==> src/rtl/seg_dyn_hex.sv <==
// ---------------------------------------------------------------------------
// seg_dyn_hex
//   Multiplexed (dynamic-scan) hex driver for a DIGITS-digit common-anode
//   7-segment display. Each digit gets its own nibble and decimal point.
//   Optional leading-zero suppression is available. Every digit slot starts
//   with a short all-dark gap so the previous digit does not ghost into the
//   next one. New content goes into a pending buffer. It is promoted to the
//   active buffer only at the frame wrap, so a frame never shows a mix of
//   old and new values.
//
// Ports
//   sys_clk      in   system clock
//   sys_rst      in   asynchronous, active-high reset
//   data         in   packed nibbles, data[4i+3:4i] is digit i (0 = rightmost)
//   dp           in   decimal point per digit, 1 = lit
//   lz_en        in   leading-zero suppression enable, captured with load
//   load         in   one-cycle strobe, captures data/dp/lz_en into pending
//   sel          out  one-hot digit enables at level SEL_ACT
//   seg          out  active-low segments {dp,g,f,e,d,c,b,a}, 8'hFF = dark
//   frame_start  out  one-cycle pulse when the scan wraps back to digit 0
// ---------------------------------------------------------------------------
module seg_dyn_hex #(
    parameter int          DIGITS    = 6,
    parameter logic [15:0] SCAN_MAX  = 16'd49_999,
    parameter logic [15:0] BLANK_CYC = 16'd500,
    parameter logic        SEL_ACT   = 1'b0
) (
    input  logic                  sys_clk,
    input  logic                  sys_rst,
    input  logic [4*DIGITS-1:0]   data,
    input  logic [DIGITS-1:0]     dp,
    input  logic                  lz_en,
    input  logic                  load,
    output logic [DIGITS-1:0]     sel,
    output logic [7:0]            seg,
    output logic                  frame_start
);

    localparam int IDX_W = (DIGITS > 1) ? $clog2(DIGITS) : 1;
    localparam logic [IDX_W-1:0] LAST_IDX = IDX_W'(DIGITS - 1);

    // Active-low glyph table; bit 7 (dp) is left dark here.
    function automatic logic [7:0] hex_glyph(input logic [3:0] nib);
        logic [7:0] g;
        case (nib)
            4'h0: g = 8'hC0;
            4'h1: g = 8'hF9;
            4'h2: g = 8'hA4;
            4'h3: g = 8'hB0;
            4'h4: g = 8'h99;
            4'h5: g = 8'h92;
            4'h6: g = 8'h82;
            4'h7: g = 8'hF8;
            4'h8: g = 8'h80;
            4'h9: g = 8'h90;
            4'hA: g = 8'h88;
            4'hB: g = 8'h83;
            4'hC: g = 8'hC6;
            4'hD: g = 8'hA1;
            4'hE: g = 8'h86;
            default: g = 8'h8E;
        endcase
        return g;
    endfunction

    // ---------------- state ----------------
    logic [15:0]           cnt_q, cnt_d;
    logic [IDX_W-1:0]      idx_q, idx_d;
    logic [4*DIGITS-1:0]   pend_data_q, pend_data_d;
    logic [DIGITS-1:0]     pend_dp_q, pend_dp_d;
    logic                  pend_lz_q, pend_lz_d;
    logic                  pend_valid_q, pend_valid_d;
    logic [4*DIGITS-1:0]   act_data_q, act_data_d;
    logic [DIGITS-1:0]     act_dp_q, act_dp_d;
    logic                  act_lz_q, act_lz_d;
    logic [DIGITS-1:0]     sel_q, sel_d;
    logic [7:0]            seg_q, seg_d;
    logic                  frame_start_q, frame_start_d;

    logic                  tick;
    logic                  frame_wrap;
    logic                  swap;

    assign tick       = (cnt_q == SCAN_MAX);
    assign frame_wrap = tick && (idx_q == LAST_IDX);
    // Promotion uses the pending contents as they were before this edge,
    // so a load landing on the wrap cycle waits for the next frame.
    assign swap       = frame_wrap && pend_valid_q;

    // ---------------- scan counter / digit index ----------------
    always_comb begin
        cnt_d         = tick ? 16'd0 : cnt_q + 16'd1;
        idx_d         = idx_q;
        if (tick) begin
            idx_d = (idx_q == LAST_IDX) ? '0 : idx_q + 1'b1;
        end
        frame_start_d = frame_wrap;
    end

    // ---------------- double buffer ----------------
    always_comb begin
        pend_data_d  = pend_data_q;
        pend_dp_d    = pend_dp_q;
        pend_lz_d    = pend_lz_q;
        pend_valid_d = pend_valid_q;
        act_data_d   = act_data_q;
        act_dp_d     = act_dp_q;
        act_lz_d     = act_lz_q;

        if (swap) begin
            act_data_d   = pend_data_q;
            act_dp_d     = pend_dp_q;
            act_lz_d     = pend_lz_q;
            pend_valid_d = 1'b0;
        end
        // A load always wins over the clear, so pending stays valid if both
        // happen on the same cycle.
        if (load) begin
            pend_data_d  = data;
            pend_dp_d    = dp;
            pend_lz_d    = lz_en;
            pend_valid_d = 1'b1;
        end
    end

    // ---------------- leading-zero suppression ----------------
    // Walk from the most significant digit down; a digit is suppressed while
    // every nibble at or above it is zero. Digit 0 always shows.
    logic [DIGITS-1:0] suppress;
    logic              zero_run;

    always_comb begin
        suppress = '0;
        zero_run = 1'b1;
        for (int i = DIGITS - 1; i >= 0; i--) begin
            zero_run    = zero_run & (act_data_q[4*i +: 4] == 4'h0);
            suppress[i] = act_lz_q & zero_run & (i != 0);
        end
    end

    // ---------------- per-digit segment patterns ----------------
    logic [7:0] digit_seg [DIGITS];
    logic [7:0] glyph_full [DIGITS];

    genvar gi;
    generate
        for (gi = 0; gi < DIGITS; gi++) begin : g_digit
            assign glyph_full[gi] = hex_glyph(act_data_q[4*gi +: 4]);
            assign digit_seg[gi]  = {~act_dp_q[gi],
                                     suppress[gi] ? 7'h7F : glyph_full[gi][6:0]};
        end
    endgenerate

    // ---------------- registered output path ----------------
    always_comb begin
        sel_d = {DIGITS{~SEL_ACT}};
        seg_d = 8'hFF;
        if (cnt_q >= BLANK_CYC) begin
            sel_d[idx_q] = SEL_ACT;
            seg_d        = digit_seg[idx_q];
        end
    end

    always_ff @(posedge sys_clk or posedge sys_rst) begin
        if (sys_rst) begin
            cnt_q         <= '0;
            idx_q         <= '0;
            pend_data_q   <= '0;
            pend_dp_q     <= '0;
            pend_lz_q     <= 1'b0;
            pend_valid_q  <= 1'b0;
            act_data_q    <= '0;
            act_dp_q      <= '0;
            act_lz_q      <= 1'b0;
            sel_q         <= {DIGITS{~SEL_ACT}};
            seg_q         <= 8'hFF;
            frame_start_q <= 1'b0;
        end else begin
            cnt_q         <= cnt_d;
            idx_q         <= idx_d;
            pend_data_q   <= pend_data_d;
            pend_dp_q     <= pend_dp_d;
            pend_lz_q     <= pend_lz_d;
            pend_valid_q  <= pend_valid_d;
            act_data_q    <= act_data_d;
            act_dp_q      <= act_dp_d;
            act_lz_q      <= act_lz_d;
            sel_q         <= sel_d;
            seg_q         <= seg_d;
            frame_start_q <= frame_start_d;
        end
    end

    assign sel         = sel_q;
    assign seg         = seg_q;
    assign frame_start = frame_start_q;

endmodule

==> config.mk <==
export PLATFORM = sky130hd
export DESIGN_NAME = seg_dyn_hex
export DESIGN_NICKNAME = d
export VERILOG_FILES = /design/src/rtl/seg_dyn_hex.sv
export SDC_FILE = /design/constraint.sdc
export NUM_CORES = 1
export LEC_CHECK = 0
export ABC_AREA = 1
export CAP_MARGIN = 20
export CORE_MARGIN = 5
export CORE_UTILIZATION = 35
export CTS_BUF_LIST = sky130_fd_sc_hd__clkbuf_8
export DETAILED_ROUTE_END_ITERATION = 12
export MAX_ROUTING_LAYER = met4
export PLACE_DENSITY_LB_ADDON = 0.3
export SLEW_MARGIN = 20
export SYNTH_ARGS = -nofsm -noshare
export SYNTH_HDL_FRONTEND = slang
export SYNTH_SLANG_ARGS = --single-unit
==> constraint.sdc <==
create_clock -name sys_clk -period 3.15 [get_ports sys_clk]
set_input_delay 0.315 -clock sys_clk [delete_from_list [all_inputs] [get_ports sys_clk]]
set_output_delay 0.315 -clock sys_clk [all_outputs]
set_load 0.02 [all_outputs]
==> impl_metrics.ini <==
[status]
status = complete, no violations

[drt]
wl_per_cell_um = 12.3
dr.pass1.iters = 5
drc = 0
ant_nets = 0
dr.first_iter.drc_count = 285
viasPerCell = 4.74
num_vias = 4851
drt-total-wl_mm = 12.6

[final_layout]
final_nets = 867
area_growth_pct = 14.3
fin_util = 0.409
antenna_cells = 0
drive_gt1_frac = 0.153
stdcell_area_sq_um = 6810

[power]
leakage_nw = 3.17
irDropWorstVdd_v = 0.000180
power.density_nw_per_um2 = 338
total_power_w = 0.00230

[synth]
syn_nets = 831
dominantRegCellSynth = dfrtp_1
synth.distinct_cells = 42
ys_warn_count = 0
avgSynthCellArea_sq_um = 7.81
synth.ff_latch_count = 97
synthArstFlopShare = 1.00
ys_seq_area_frac = 0.411
synth_edf_count = 0
syn-cell-area_sq_um = 5950
syn_inst = 762

[timing]
hold_viol = 0
fin_crit_sh = 0.622
setup-tns-final_ps = 0
setup_violations = 0
worst_pin_slew_ps = 907
min_period_ps = 1960
rsz0062_at_grt = no
finalMaxSlewViolations = 0
clock_skew_ps = 8.32
slew_headroom = 0.395
whs_ps = 322
fmax_mhz = 511

[placement]
detailed_place_hpwl_mm = 9.33
place.gp.congestion = 0.912
port_buffers = 48
placed_cell_area_sq_um = 6600

[setup_path]
critPathMaxFanout = 37
criticalPathCategory = reg -> reg
end_kind = flip-flop
crit_arrival_ps = 2230
cp_data_required_time_ps = 3420
crit_path_start_kind = flip-flop

[cts]
cts_resized = 0
cts_tree = done
clkSinkCount = 97
htree_levels = 3
root_buffer = clkbuf_8
cts.clk_slew.worst_paths_ps = 90
numCtsBuffers = 9
cts.path.max_buffers = 2
clock_latency_ps = 380
post-cts-setup-buffers = 0
ctsHoldBuffers = 0

[floorplanning]
num_rows = 47
ios = 49
coreArea_sq_um = 16600
fp.dieH_um = 140
die_area_sq_um = 19700
die_w_um = 140
start_util = 0.358

[grt]
grt_use_total = 0.137
antenna_found_initial = 0
grt_pass1_wl_mm = 21.8
gr-total-overflow = 0
grt_pass1_vias = 4672
grt_max_degree = 64

[min_path]
hold_class = in -> async

[flow_run]
cap_violations = 0
## placed cells by master (no fill, tap or decap), types with 3 or more instances in the layout
| master | synthesis | layout |
|---|---|---|
| a21oi_1 | 26 | 26 |
| clkbuf_8 | 0 | 9 |
| inv_1 | 105 | 106 |
| nand2_1 | 167 | 167 |
| nand2_2 | 32 | 32 |
| inv_2 | 7 | 7 |
| o22ai_1 | 10 | 10 |
| o21ai_0 | 65 | 65 |
| o211ai_1 | 6 | 6 |
| o21ai_2 | 32 | 32 |
| nand3_1 | 39 | 39 |
| nand4_1 | 5 | 5 |
| nor2_2 | 7 | 7 |
| nor3_1 | 9 | 9 |
| ha_1 | 35 | 35 |
| clkinv_2 | 1 | 3 |
| dfrtp_1 | 83 | 83 |
| nor2_1 | 65 | 65 |
| clkdlybuf4s50_1 | 0 | 47 |
| dfstp_2 | 14 | 14 |
| a31oi_1 | 4 | 4 |
## path summary, 6_finish.rpt
kind                                         startpoint                     endpoint  slack, ps  cells past startpoint
worst max-delay path               idx_q[0]$_DFFE_PP0N_    act_data_q[9]$_DFFE_PP0P_       1190                      6
worst min-delay path                            sys_rst     pend_dp_q[0]$_DFFE_PP0P_        320                      2
worst max register to register     idx_q[0]$_DFFE_PP0N_    act_data_q[9]$_DFFE_PP0P_       1190                      6
worst min register to register  act_dp_q[5]$_DFFE_PP0P_      act_dp_q[5]$_DFFE_PP0P_        490                      2
max in group asynchronous                       sys_rst             seg[2]$_DFF_PP1_       2100                      3
min in group sys_clk                           data[16]  pend_data_q[16]$_DFFE_PP0P_        480                      3
## synth_stat cells (all sizes together) (2+ instances only)
library cell	n	area, sq um
a21oi	26	130
a22oi	2	15.0
a31oi	4	25.0
buf	18	128
clkbuf	8	30.0
dfrtp	83	2080
dfstp	14	368
ha	35	438
inv	112	420
nand2	200	838
nand3	41	223
nand4	6	43.8
nor2	74	310
nor3	12	81.3
o211ai	6	45.0
o21ai	100	632
o22ai	10	62.6
## per-layer routing
| metal | vias to the layer above | track usage | share of wire |
|---|---|---|---|
| met5 | - | - | 0 |
| met4 | 0 | 0.0428 | 0.017 |
| met3 | 18 | 0.0300 | 0.042 |
| met2 | 90 | 0.216 | 0.46 |
| met1 | 2240 | 0.178 | 0.48 |
| li1 | 2503 | - | - |
## final cells by class
cell class                      instances  area (sq um)
Tap cell                              220           275
Timing Repair Buffer                   51           523
Clock inverter                          7          86.3
Multi-Input combinational cell        526          2930
Fill cell                            1687          9840
Sequential cell                        97          2440
Clock buffer                            9           124
Inverter                              113           428
## stage by stage
| stage | worst slack, ps | cells |
|---|---|---|
| detailed placement | 1220 | 1007 |
| CTS | 1190 | 1023 |
| global route | 993 | 1023 |
| finish | 1190 | 1023 |
| global placement | 1240 | 1007 |
| floorplan | 324 | 762 |
## power breakdown
part	switching [W]	internal, W
Sequential	0.00000802	0.00128
Combinational	0.0000773	0.0000539
Clock	0.000442	0.000442
## state kept, by name, indices dropped and copies added, names as in the netlist
register	count
cnt_q	16
sel	6
act_data_q	24
frame_start	1
seg	8
pend_dp_q	6
pend_data_q	24
idx_q	3
act_dp_q	6
act_lz_q	1
pend_valid_q	1
pend_lz_q	1
## critical path, cell delays in order, from the launching register on
cell     delay (ps)
dfrtp_1         580
inv_1           330
nor2_2          250
nand3_4         240
buf_12          270
nand2_2          90
o21ai_2          50
## logic make-up after synthesis
kind of cell    count (synthesis)  synth area share
compound gates                155             0.163
fa+ha+maj                      35            0.0736
flops                          97             0.411
xor+xnor                        1           0.00147
buf+inv                       139            0.0979
simple gates                  335             0.254
Power figures use the tool's default switching activity.
